File: src/rtl/chacha_stream_xor_pkg.sv
// rtl/chacha_stream_xor_pkg.sv - shared constants and state encoding for the ChaCha stream XOR initiator
//
// Purpose: load/stream sizes, config address map and FSM state type shared by
// chacha_stream_xor and chacha_cfg_regs.
// Ports: none (package).

package chacha_stream_xor_pkg;

    localparam int LOAD_BYTES  = 48;   // key 32 + counter 4 + nonce 12
    localparam int BLOCK_BYTES = 64;   // keystream bytes per block

    localparam int KEY_BASE    = 0;
    localparam int CTR_BASE    = 32;
    localparam int NONCE_BASE  = 36;

    typedef enum logic [2:0] {
        ST_IDLE   = 3'd0,
        ST_LOAD   = 3'd1,
        ST_WAIT   = 3'd2,
        ST_STREAM = 3'd3,
        ST_NEXT   = 3'd4
    } state_e;

endpackage

File: src/rtl/chacha_cfg_regs.sv
// rtl/chacha_cfg_regs.sv - 48-byte key/counter/nonce store with counter increment
//
// Purpose: holds the bytes shifted into the core each block. The block counter
// lives in bytes CTR_BASE..CTR_BASE+3 (little-endian) so the load sequence reads
// the live counter directly.
// Ports:
//   clk_i, rst_i     clock, synchronous active-high reset (clears every byte)
//   we_i             write one byte at waddr_i (addresses >= LOAD_BYTES ignored)
//   waddr_i, wdata_i write address / data
//   inc_i            advance the counter by one (mod 2^32)
//   rd_idx_i         combinational read index
//   rd_data_o        byte at rd_idx_i
//   ctr_o            assembled 32-bit counter
//   wrap_o           counter is all-ones, so the next increment wraps to 0

module chacha_cfg_regs
    import chacha_stream_xor_pkg::*;
(
    input  logic        clk_i,
    input  logic        rst_i,
    input  logic        we_i,
    input  logic [5:0]  waddr_i,
    input  logic [7:0]  wdata_i,
    input  logic        inc_i,
    input  logic [5:0]  rd_idx_i,
    output logic [7:0]  rd_data_o,
    output logic [31:0] ctr_o,
    output logic        wrap_o
);

    logic [7:0]  bytes_q [LOAD_BYTES];
    logic [31:0] ctr_inc;

    assign ctr_o   = {bytes_q[CTR_BASE + 3], bytes_q[CTR_BASE + 2],
                      bytes_q[CTR_BASE + 1], bytes_q[CTR_BASE]};
    assign ctr_inc = ctr_o + 32'd1;
    assign wrap_o  = (ctr_o == 32'hFFFF_FFFF);

    assign rd_data_o = (rd_idx_i < 6'(LOAD_BYTES)) ? bytes_q[rd_idx_i] : 8'h00;

    always_ff @(posedge clk_i) begin
        if (rst_i) begin
            for (int i = 0; i < LOAD_BYTES; i++) begin
                bytes_q[i] <= 8'h00;
            end
        end else if (inc_i) begin
            bytes_q[CTR_BASE]     <= ctr_inc[7:0];
            bytes_q[CTR_BASE + 1] <= ctr_inc[15:8];
            bytes_q[CTR_BASE + 2] <= ctr_inc[23:16];
            bytes_q[CTR_BASE + 3] <= ctr_inc[31:24];
        end else if (we_i && (waddr_i < 6'(LOAD_BYTES))) begin
            bytes_q[waddr_i] <= wdata_i;
        end
    end

endmodule

File: src/rtl/chacha_stream_xor.sv
// rtl/chacha_stream_xor.sv - host initiator that loads the ChaCha core and XORs its keystream with a byte stream
//
// Purpose: loads key/counter/nonce into the byte-serial ChaCha core, waits for
// its ready, then reads the 64 keystream bytes one per accepted plaintext byte,
// emitting ciphertext. Advances the block counter and reloads until stopped or
// the counter wraps.
// Ports:
//   clk_i, rst_i                    clock, synchronous active-high reset
//   cfg_we_i/cfg_addr_i/cfg_wdata_i config byte write (IDLE only)
//   start_i, stop_i                 begin streaming / abort to IDLE
//   busy_o, ctr_out_o, wrap_err_o   status
//   pt_data_i/pt_valid_i/pt_ready_o plaintext stream in
//   ct_data_o/ct_valid_o/ct_ready_i ciphertext stream out
//   core_data_in_o/core_write_o     byte write port to the core
//   core_read_o                     keystream byte advance to the core
//   core_data_out_i/core_ready_i    keystream byte / block ready from the core

module chacha_stream_xor
    import chacha_stream_xor_pkg::*;
(
    input  logic        clk_i,
    input  logic        rst_i,
    input  logic        cfg_we_i,
    input  logic [5:0]  cfg_addr_i,
    input  logic [7:0]  cfg_wdata_i,
    input  logic        start_i,
    input  logic        stop_i,
    output logic        busy_o,
    output logic [31:0] ctr_out_o,
    output logic        wrap_err_o,
    input  logic [7:0]  pt_data_i,
    input  logic        pt_valid_i,
    output logic        pt_ready_o,
    output logic [7:0]  ct_data_o,
    output logic        ct_valid_o,
    input  logic        ct_ready_i,
    output logic [7:0]  core_data_in_o,
    output logic        core_write_o,
    output logic        core_read_o,
    input  logic [7:0]  core_data_out_i,
    input  logic        core_ready_i
);

    state_e      state_q, state_d;
    logic [5:0]  idx_q, idx_d;
    logic [6:0]  cnt_q, cnt_d;
    logic        wait_first_q;
    logic [7:0]  ct_data_q, ct_data_d;
    logic        ct_valid_q, ct_valid_d;
    logic        wrap_err_q, wrap_err_d;

    logic        xfer;
    logic        cfg_we;
    logic        ctr_inc;
    logic [7:0]  cfg_rd;
    logic        cfg_wrap;

    chacha_cfg_regs u_cfg (
        .clk_i     (clk_i),
        .rst_i     (rst_i),
        .we_i      (cfg_we),
        .waddr_i   (cfg_addr_i),
        .wdata_i   (cfg_wdata_i),
        .inc_i     (ctr_inc),
        .rd_idx_i  (idx_q),
        .rd_data_o (cfg_rd),
        .ctr_o     (ctr_out_o),
        .wrap_o    (cfg_wrap)
    );

    // Config is only writable while idle; the counter advances in NEXT unless aborted.
    assign cfg_we  = cfg_we_i && (state_q == ST_IDLE);
    assign ctr_inc = (state_q == ST_NEXT) && !stop_i;

    // State register and datapath registers.
    always_ff @(posedge clk_i) begin
        if (rst_i) begin
            state_q      <= ST_IDLE;
            idx_q        <= 6'd0;
            cnt_q        <= 7'd0;
            wait_first_q <= 1'b0;
            ct_data_q    <= 8'h00;
            ct_valid_q   <= 1'b0;
            wrap_err_q   <= 1'b0;
        end else begin
            state_q      <= state_d;
            idx_q        <= idx_d;
            cnt_q        <= cnt_d;
            // WAIT is only entered from LOAD, so this marks its first cycle.
            wait_first_q <= (state_q == ST_LOAD);
            ct_data_q    <= ct_data_d;
            ct_valid_q   <= ct_valid_d;
            wrap_err_q   <= wrap_err_d;
        end
    end

    // Next-state logic; stop overrides every transition.
    always_comb begin
        state_d = state_q;
        if (stop_i) begin
            state_d = ST_IDLE;
        end else begin
            case (state_q)
                ST_IDLE:   if (start_i) state_d = ST_LOAD;
                ST_LOAD:   if (idx_q == 6'(LOAD_BYTES - 1)) state_d = ST_WAIT;
                ST_WAIT:   if (!wait_first_q && core_ready_i) state_d = ST_STREAM;
                ST_STREAM: if (xfer && (cnt_q == 7'(BLOCK_BYTES - 1))) state_d = ST_NEXT;
                ST_NEXT:   state_d = cfg_wrap ? ST_IDLE : ST_LOAD;
                default:   state_d = ST_IDLE;
            endcase
        end
    end

    // Outputs; strobes are suppressed in the stop cycle itself.
    always_comb begin
        busy_o         = (state_q != ST_IDLE);
        core_write_o   = (state_q == ST_LOAD) && !stop_i;
        core_data_in_o = core_write_o ? cfg_rd : 8'h00;
        pt_ready_o     = (state_q == ST_STREAM) && !stop_i && (!ct_valid_q || ct_ready_i);
        xfer           = pt_ready_o && pt_valid_i;
        core_read_o    = xfer;
        ct_data_o      = ct_data_q;
        ct_valid_o     = ct_valid_q;
        wrap_err_o     = wrap_err_q;
    end

    // Datapath next values. Indices return to 0 whenever their state is left,
    // so each LOAD/STREAM entry starts from zero.
    always_comb begin
        idx_d      = (state_q == ST_LOAD) ? idx_q + 6'd1 : 6'd0;
        cnt_d      = (state_q == ST_STREAM) ? cnt_q + {6'd0, xfer} : 7'd0;
        ct_data_d  = ct_data_q;
        ct_valid_d = ct_valid_q;
        if (xfer) begin
            ct_data_d  = pt_data_i ^ core_data_out_i;
            ct_valid_d = 1'b1;
        end else if (ct_ready_i) begin
            ct_valid_d = 1'b0;
        end
        wrap_err_d = wrap_err_q;
        if ((state_q == ST_IDLE) && start_i && !stop_i) begin
            wrap_err_d = 1'b0;
        end else if (ctr_inc && cfg_wrap) begin
            wrap_err_d = 1'b1;
        end
    end

endmodule
File: config.mk
export PLATFORM = sky130hd
export DESIGN_NAME = chacha_stream_xor
export DESIGN_NICKNAME = d
export VERILOG_FILES = /design/src/rtl/chacha_stream_xor_pkg.sv /design/src/rtl/chacha_cfg_regs.sv /design/src/rtl/chacha_stream_xor.sv
export SDC_FILE = /design/constraint.sdc
export NUM_CORES = 1
export LEC_CHECK = 0
export ABC_AREA = 0
export CELL_PAD_IN_SITES_DETAIL_PLACEMENT = 0
export CELL_PAD_IN_SITES_GLOBAL_PLACEMENT = 1
export CORE_MARGIN = 4
export CORE_UTILIZATION = 35
export CTS_CLUSTER_SIZE = 25
export DETAILED_ROUTE_END_ITERATION = 6
export GPL_TIMING_DRIVEN = 0
export PLACE_DENSITY = 0.67
export SYNTH_ARGS = -nofsm -noshare
export SYNTH_HDL_FRONTEND = slang
export SYNTH_SLANG_ARGS = --single-unit
File: constraint.sdc
create_clock -name clk_i -period 3.6 [get_ports clk_i]
set_input_delay 0.72 -clock clk_i [delete_from_list [all_inputs] [get_ports clk_i]]
set_output_delay 0.72 -clock clk_i [all_outputs]
set_load 0.005 [all_outputs]
==> results.cfg, run 1 <==
[logic_synthesis]
netlist_top_cells_area = edfxtp_1 (58%), and2_1 (11%), mux4_2 (11%), dfxtp_1 (2.7%), a22oi_1 (1.4%)
syn_area_per_cell_um2 = 13.98
synth_ff_type = edfxtp_1
syn_inst = 1411
ys_seq_elements = 411
synth_area_mm2 = 0.01972
netlist.area_leader.share = 0.5846
synth_top_area_cell = edfxtp_1
yosysSeqAreaShare = 0.6120
synth_edf_count = 384
synth.distinct_cells = 62
ys_warn_count = 0
synth_common_cells = edfxtp_1 (384), and2_1 (354), mux4_2 (96), clkbuf_1 (72), nor2_1 (72)
synth.most_common_cell = edfxtp_1
async_reset_ff_frac = 0
syn-num-nets = 1453

[placed_design]
io_buffers = 82
place.gp.congestion = 0.9574
hpwl_um = 43930
dp_cells = 2243

[die]
ioPinCount = 92
num_rows = 86
die_x_um = 245.4
dieArea_mm2 = 0.06022
fp.dieH_um = 245.4
core_area_mm2 = 0.05542
initial_core_util = 0.3559

[global_route]
grt_pass1_wl_um = 88460
grt.overflow.total = 0
grt_usage = 0.2012
antenna_found_initial = 0
grt_max_degree = 19
grt_pass1_vias = 12755

[layout]
num_antenna_cells = 0
final_cells = 2372
syn_to_final_growth_pct = 22.00
n_fill_cell = 5045
layout-drive-gt1-share = 0.2069
finish.utilization = 0.4342
final_nets = 1629

[sta]
report.final.slew_viol_count = 0
rsz0062_at_grt = true
setup_violations = 0
maxSlewHeadroom = 0.1274
holdWs_ns = 0.4928
fmax_ghz = 0.2795
fin_crit_sh = 0.9938
hold_viol_final = 0
post-route-min-period_ns = 3.578
worstMarginPinSlew_ns = 1.295
fin_skew_ns = 0.01906
fin_setup_tns_ns = 0

[power]
power_density_mw_per_mm2 = 446.5
irDropWorstVdd_uv = 312.2
power.total_w = 0.01074
p_leak_nw = 8.335

[routing]
wl_um = 61600
drtIter0Drc = 1205
drc = 0
post_drt_via_cell_ratio = 5.434
wl_per_cell_um = 25.97
vias = 12890
drt-pass1-iter-count = 5
antenna_left = 0

[status]
status = finished clean

[clocking]
path_clk_slew_ns = 0.06
worstSkewPairLatency_ns = 0.58
numCtsBuffers = 46
root_buffer = clkbuf_16
cts_tree = done
clkSinkCount = 411
clock_path_buffers = 3
htree_levels = 2

[setup_path]
critical_path.slowest_cell = o21ai_0
start_kind = register
crit_type = reg2reg
critPathMaxFanout = 10
crit_buf_inv = 2
crit_arrival_ns = 3.76
critical-path-max-stage-delay_ns = 1.06
path_delay_family = simple AND/OR/NAND/NOR gates
required_ns = 3.79
rrSetupSlack_ns = 0.02
worst_path_most_repeated_cell = buf_2
endpoint_kind = register
crit_chain = nor3_1, and4_1, buf_2, nand3_1, buf_2, o21ai_0

[flow_run]
drv_cap = 0

[worst_hold_path]
min_path_type = in2reg
==> registers in the layout (all words and copies together), names as in the netlist <==
| name | cells |
|---|---|
| state_q | 3 |
| cnt_q | 7 |
| wait_first_q | 1 |
| ct_valid_o | 1 |
| ct_data_o | 8 |
| idx_q | 6 |
| u_cfg.bytes_q | 384 |
| wrap_err_o | 1 |
==> logic make-up (layout without fill, tap and decap cells) <==
group	Yosys count	count (layout)	share of synthesized area
mux	96	96	0.1096
buf+inv	121	334	0.02690
xor+xnor	46	46	0.02043
simple gates	565	565	0.1696
fa+ha+maj	4	4	0.002538
compound gates	168	168	0.05887
flops	411	411	0.6120
==> routing by layer <==
layer  wire [um]  track usage
met5           0            0
met4        2204      0.07292
met3        4866      0.03609
met2       28580       0.3209
met1       25940       0.2775
==> worst paths after layout <==
kind                                   from                            endpoint  cells after the start
setup / recovery    state_q[0]$_SDFFE_PP0P_  u_cfg.bytes_q[10][5]$_SDFFCE_PN0P_                      6
hold / removal                        rst_i             state_q[0]$_SDFFE_PP0P_                      3
setup reg to reg    state_q[0]$_SDFFE_PP0P_  u_cfg.bytes_q[10][5]$_SDFFCE_PN0P_                      6
hold reg to reg   ct_data_o[6]$_SDFFE_PP0P_           ct_data_o[6]$_SDFFE_PP0P_                      2
==> what timing repair did <==
action / 4_1_cts / 5_1_grt
gates cloned: 0 / 2
pin swaps: 7 / 16
gates resized for setup: 163 / 66
hold buffers: 0 / 0
endpoints found under the setup margin: 178 / 167
buffers inserted: 3 / 42
==> final cells by class <==
class,instances,area (um^2),area share
well taps,748,935.9,0.03889
multi-input cells,879,7502,0.3118
plain buffers,103,784.5,0.03260
clock buffers,59,1264,0.05252
repair buffers,133,1257,0.05226
clock inverters,26,193.9,0.008059
flip-flops and latches,411,12080,0.5019
inverters,13,48.80,0.002028
==> power breakdown <==
part	total (W)	switching, W	internal [W]
clock network	0.00462	0.00193	0.00269
registers	0.00544	0.0000746	0.00536
logic	0.000686	0.000416	0.000270
total	0.0107	0.00243	0.00832
==> cell usage in the layout (no fill, tap or decap), types with 6 or more instances in the layout <==
cell type	instances
edfxtp_1	384
and2_1	353
mux4_2	96
clkdlybuf4s50_1	74
nor2_1	72
clkbuf_1	69
clkbuf_16	51
buf_4	49
o21ai_1	40
nand2_1	35
xnor2_1	29
dfxtp_1	25
a22oi_2	20
nand3_1	18
a22oi_1	18
xor2_1	17
o2bb2ai_1	15
inv_1	12
clkinv_1	12
buf_2	12
nor3_1	11
o31ai_1	11
clkinv_2	11
o21ai_0	10
a22o_1	9
nand4_1	8
a211oi_1	8
buf_16	7
a22o_4	7
nor2_2	6
buf_12	6
and3_4	6
==> tightest hold or removal path: stages <==
cell and delay [ns]:
clkbuf_8 0.15, nor3_1 0.06, o21a_1 0.09
==> through the flow <==
stage	area, um^2	worst slack [ns]
6_report	24060	0.02244
5_1_grt	24060	-0.1932
4_1_cts	23440	-0.1076
3_5_place_dp	21490	-0.5678
3_3_place_gp	21480	-0.5667
2_1_floorplan	19720	0.9416
Note: power is estimated with default switching activity, not from simulation.
==> run 2: changes to the inputs <==
Settings changed: CAP_MARGIN from default to 10.
==> run 2 against run 1 <==
Compared with the run above: global-route usage up 0.26 points; flip-flop and latch count unchanged; clock power shrank 3%; critical endpoint is now core_data_in_o[5].
==> results.cfg, run 2 (synthesis results as in run 1) <==
[status]
status = finished clean

[routing]
wl_per_cell_um = 25.86
wl_um = 61570
routed-wl-met2_um = 29060
dr_wl_met3_um = 4868
top_layer = met4
wl_met1_um = 25600
drtIter0Drc = 1246
drc = 0
drt-pass1-iter-count = 5
post_drt_via_cell_ratio = 5.357
antenna_left = 0
vias = 12755

[sta]
hold_viol_final = 0
fin_setup_tns_ns = 0
report.final.slew_viol_count = 0
maxSlewHeadroom = 0.2913
fmax_ghz = 0.2829
worstMarginPinSlew_ns = 1.063
fin_crit_sh = 0.9820
rsz0062_at_grt = true
setup_ws_ns = 0.06490
post-route-min-period_ns = 3.535
setup_violations = 0
fin_skew_ns = 0.01446

[clocking]
cts-hold-fix-buffers = 0
numCtsBuffers = 46
worstSkewPairLatency_ns = 0.58
htree_levels = 2
cts_tree = done
path_clk_slew_ns = 0.06
clkSinkCount = 411
clock_path_buffers = 3
root_buffer = clkbuf_16

[setup_path]
rrSetupSlack_ns = 0.18
worst_path_most_repeated_cell = buf_16
endpoint_kind = primary output
r2r_start = state_q[0]$_SDFFE_PP0P_
critPathMaxFanout = 8
critical-path-max-stage-delay_ns = 0.50
start_kind = register
crit_chain = buf_16, buf_16, buf_4, mux4_2, a22o_1, o21ai_2, a31oi_2, dlygate4sd2_1
reg2reg_depth = 7
crit_type = reg2out
critical_path.slowest_cell = mux4_2
crit_arrival_ns = 2.82
required_ns = 2.88
reg2reg_to = u_cfg.bytes_q[8][1]$_SDFFCE_PN0P_

[power]
p_clk_frac = 0.423
power.switching_w = 0.002395
power_density_mw_per_mm2 = 446.3
power.total_w = 0.01060
netSwitchingFraction = 0.2261
pwr-share-comb = 0.064
power.internal_w = 0.008200
seqPwrFrac = 0.513
irDropWorstVdd_uv = 350.0
p_leak_nw = 8.184

[layout]
top_register = u_cfg.bytes_q
final_cell_mix = edfxtp_1 (384), and2_1 (353), mux4_2 (96)
final_cells = 2381
largest_reg_flops = 384
syn_to_final_growth_pct = 20.38
final_area_mm2 = 0.02374
final_common_cell = edfxtp_1
layout-drive-gt1-share = 0.1996
num_antenna_cells = 0
final_nets = 1639

[global_route]
grt_usage = 0.2038
grt_max_degree = 19
grt_pass1_vias = 13020
grt_pass1_wl_um = 89890
grt.overflow.total = 0
antenna_found_initial = 1

[placed_design]
place.gp.congestion = 0.9574
hpwl_um = 44940
dpl_cell_area_mm2 = 0.02166
place_ws_ns = -0.4670
dp_cells = 2267
io_buffers = 82

[worst_hold_path]
hold_depth = 2
worstHoldStart = ct_data_o[6]$_SDFFE_PP0P_
min_path_type = reg2reg
min_to = ct_data_o[6]$_SDFFE_PP0P_

[flow_run]
drv_cap = 0

[die]
initial_core_util = 0.3559
num_rows = 86
core_area_mm2 = 0.05542
fp.dieH_um = 245.4
die_x_um = 245.4
dieArea_mm2 = 0.06022
ioPinCount = 92
## run 2: layout make-up
cell class,instances,area (um^2)
clock inverters,17,100.1
repair buffers,141,1230
fillers,5115,31670
multi-input cells,879,7345
clock buffers,67,1304
plain buffers,105,704.4
well taps,748,935.9
inverters,13,48.80
flip-flops and latches,411,12080
## run 2: how the worst max path moves through the flow
| stage | start | to | slack, ns | depth (start not counted) |
|---|---|---|---|---|
| 3_5_place_dp | idx_q[1]$_SDFF_PP0_ | core_data_in_o[6] | -0.47 | 9 |
| 3_3_place_gp | cfg_addr_i[5] | u_cfg.bytes_q[40][2]$_SDFFCE_PN0P_ | -0.57 | 7 |
| 2_1_floorplan | rst_i | u_cfg.bytes_q[23][0]$_SDFFCE_PN0P_ | 0.94 | 7 |
| 5_1_grt | idx_q[0]$_SDFF_PP0_ | core_data_in_o[0] | -0.006 | 7 |
| 6_report | idx_q[0]$_SDFF_PP0_ | core_data_in_o[5] | 0.06 | 8 |
| 4_1_cts | idx_q[0]$_SDFF_PP0_ | core_data_in_o[1] | -0.03 | 8 |
## run 2: through the flow
| stage | util | hold slack (ns) |
|---|---|---|
| 4_1_cts | 0.4262 | 0.4700 |
| 6_report | 0.4284 | 0.4988 |
| 2_1_floorplan | - | 0.4580 |
| 3_5_place_dp | 0.3909 | 0.4927 |
| 3_3_place_gp | 0.3876 | 0.4866 |
| 5_1_grt | 0.4284 | 0.5131 |
## run 2: critical path: cells and delay by family (launching register included)
kind                   cells  cell delay (ns)
buffers and inverters      4             0.71
flip-flops                 1             0.39
multiplexers               1             0.50
AO/OA/AOI/OAI              3             0.62
## run 2: power groups by stage
stage | combinational, W | clock [W] | sequential (W)
CTS | 0.000665 | 0.00457 | 0.00544
floorplan | 0.000318 | 0 | 0.00550
global route | 0.000715 | 0.00476 | 0.00545
detailed placement | 0.000628 | 0 | 0.00554
global placement | 0.000601 | 0 | 0.00553
finish | 0.000679 | 0.00448 | 0.00544
## run 2: repair_timing
action,CTS,global route
gates resized for setup,145,19
pin swaps,15,8
setup buffers,15,5
cloned,1,0
setup endpoints to repair,48,51
## run 2: routing by layer
layer | GRT usage | up-vias
met1 | 0.2702 | 6508
met2 | 0.3311 | 490
met5 | 0 | -
met3 | 0.04721 | 97
li1 | - | 5660
met4 | 0.07142 | 0
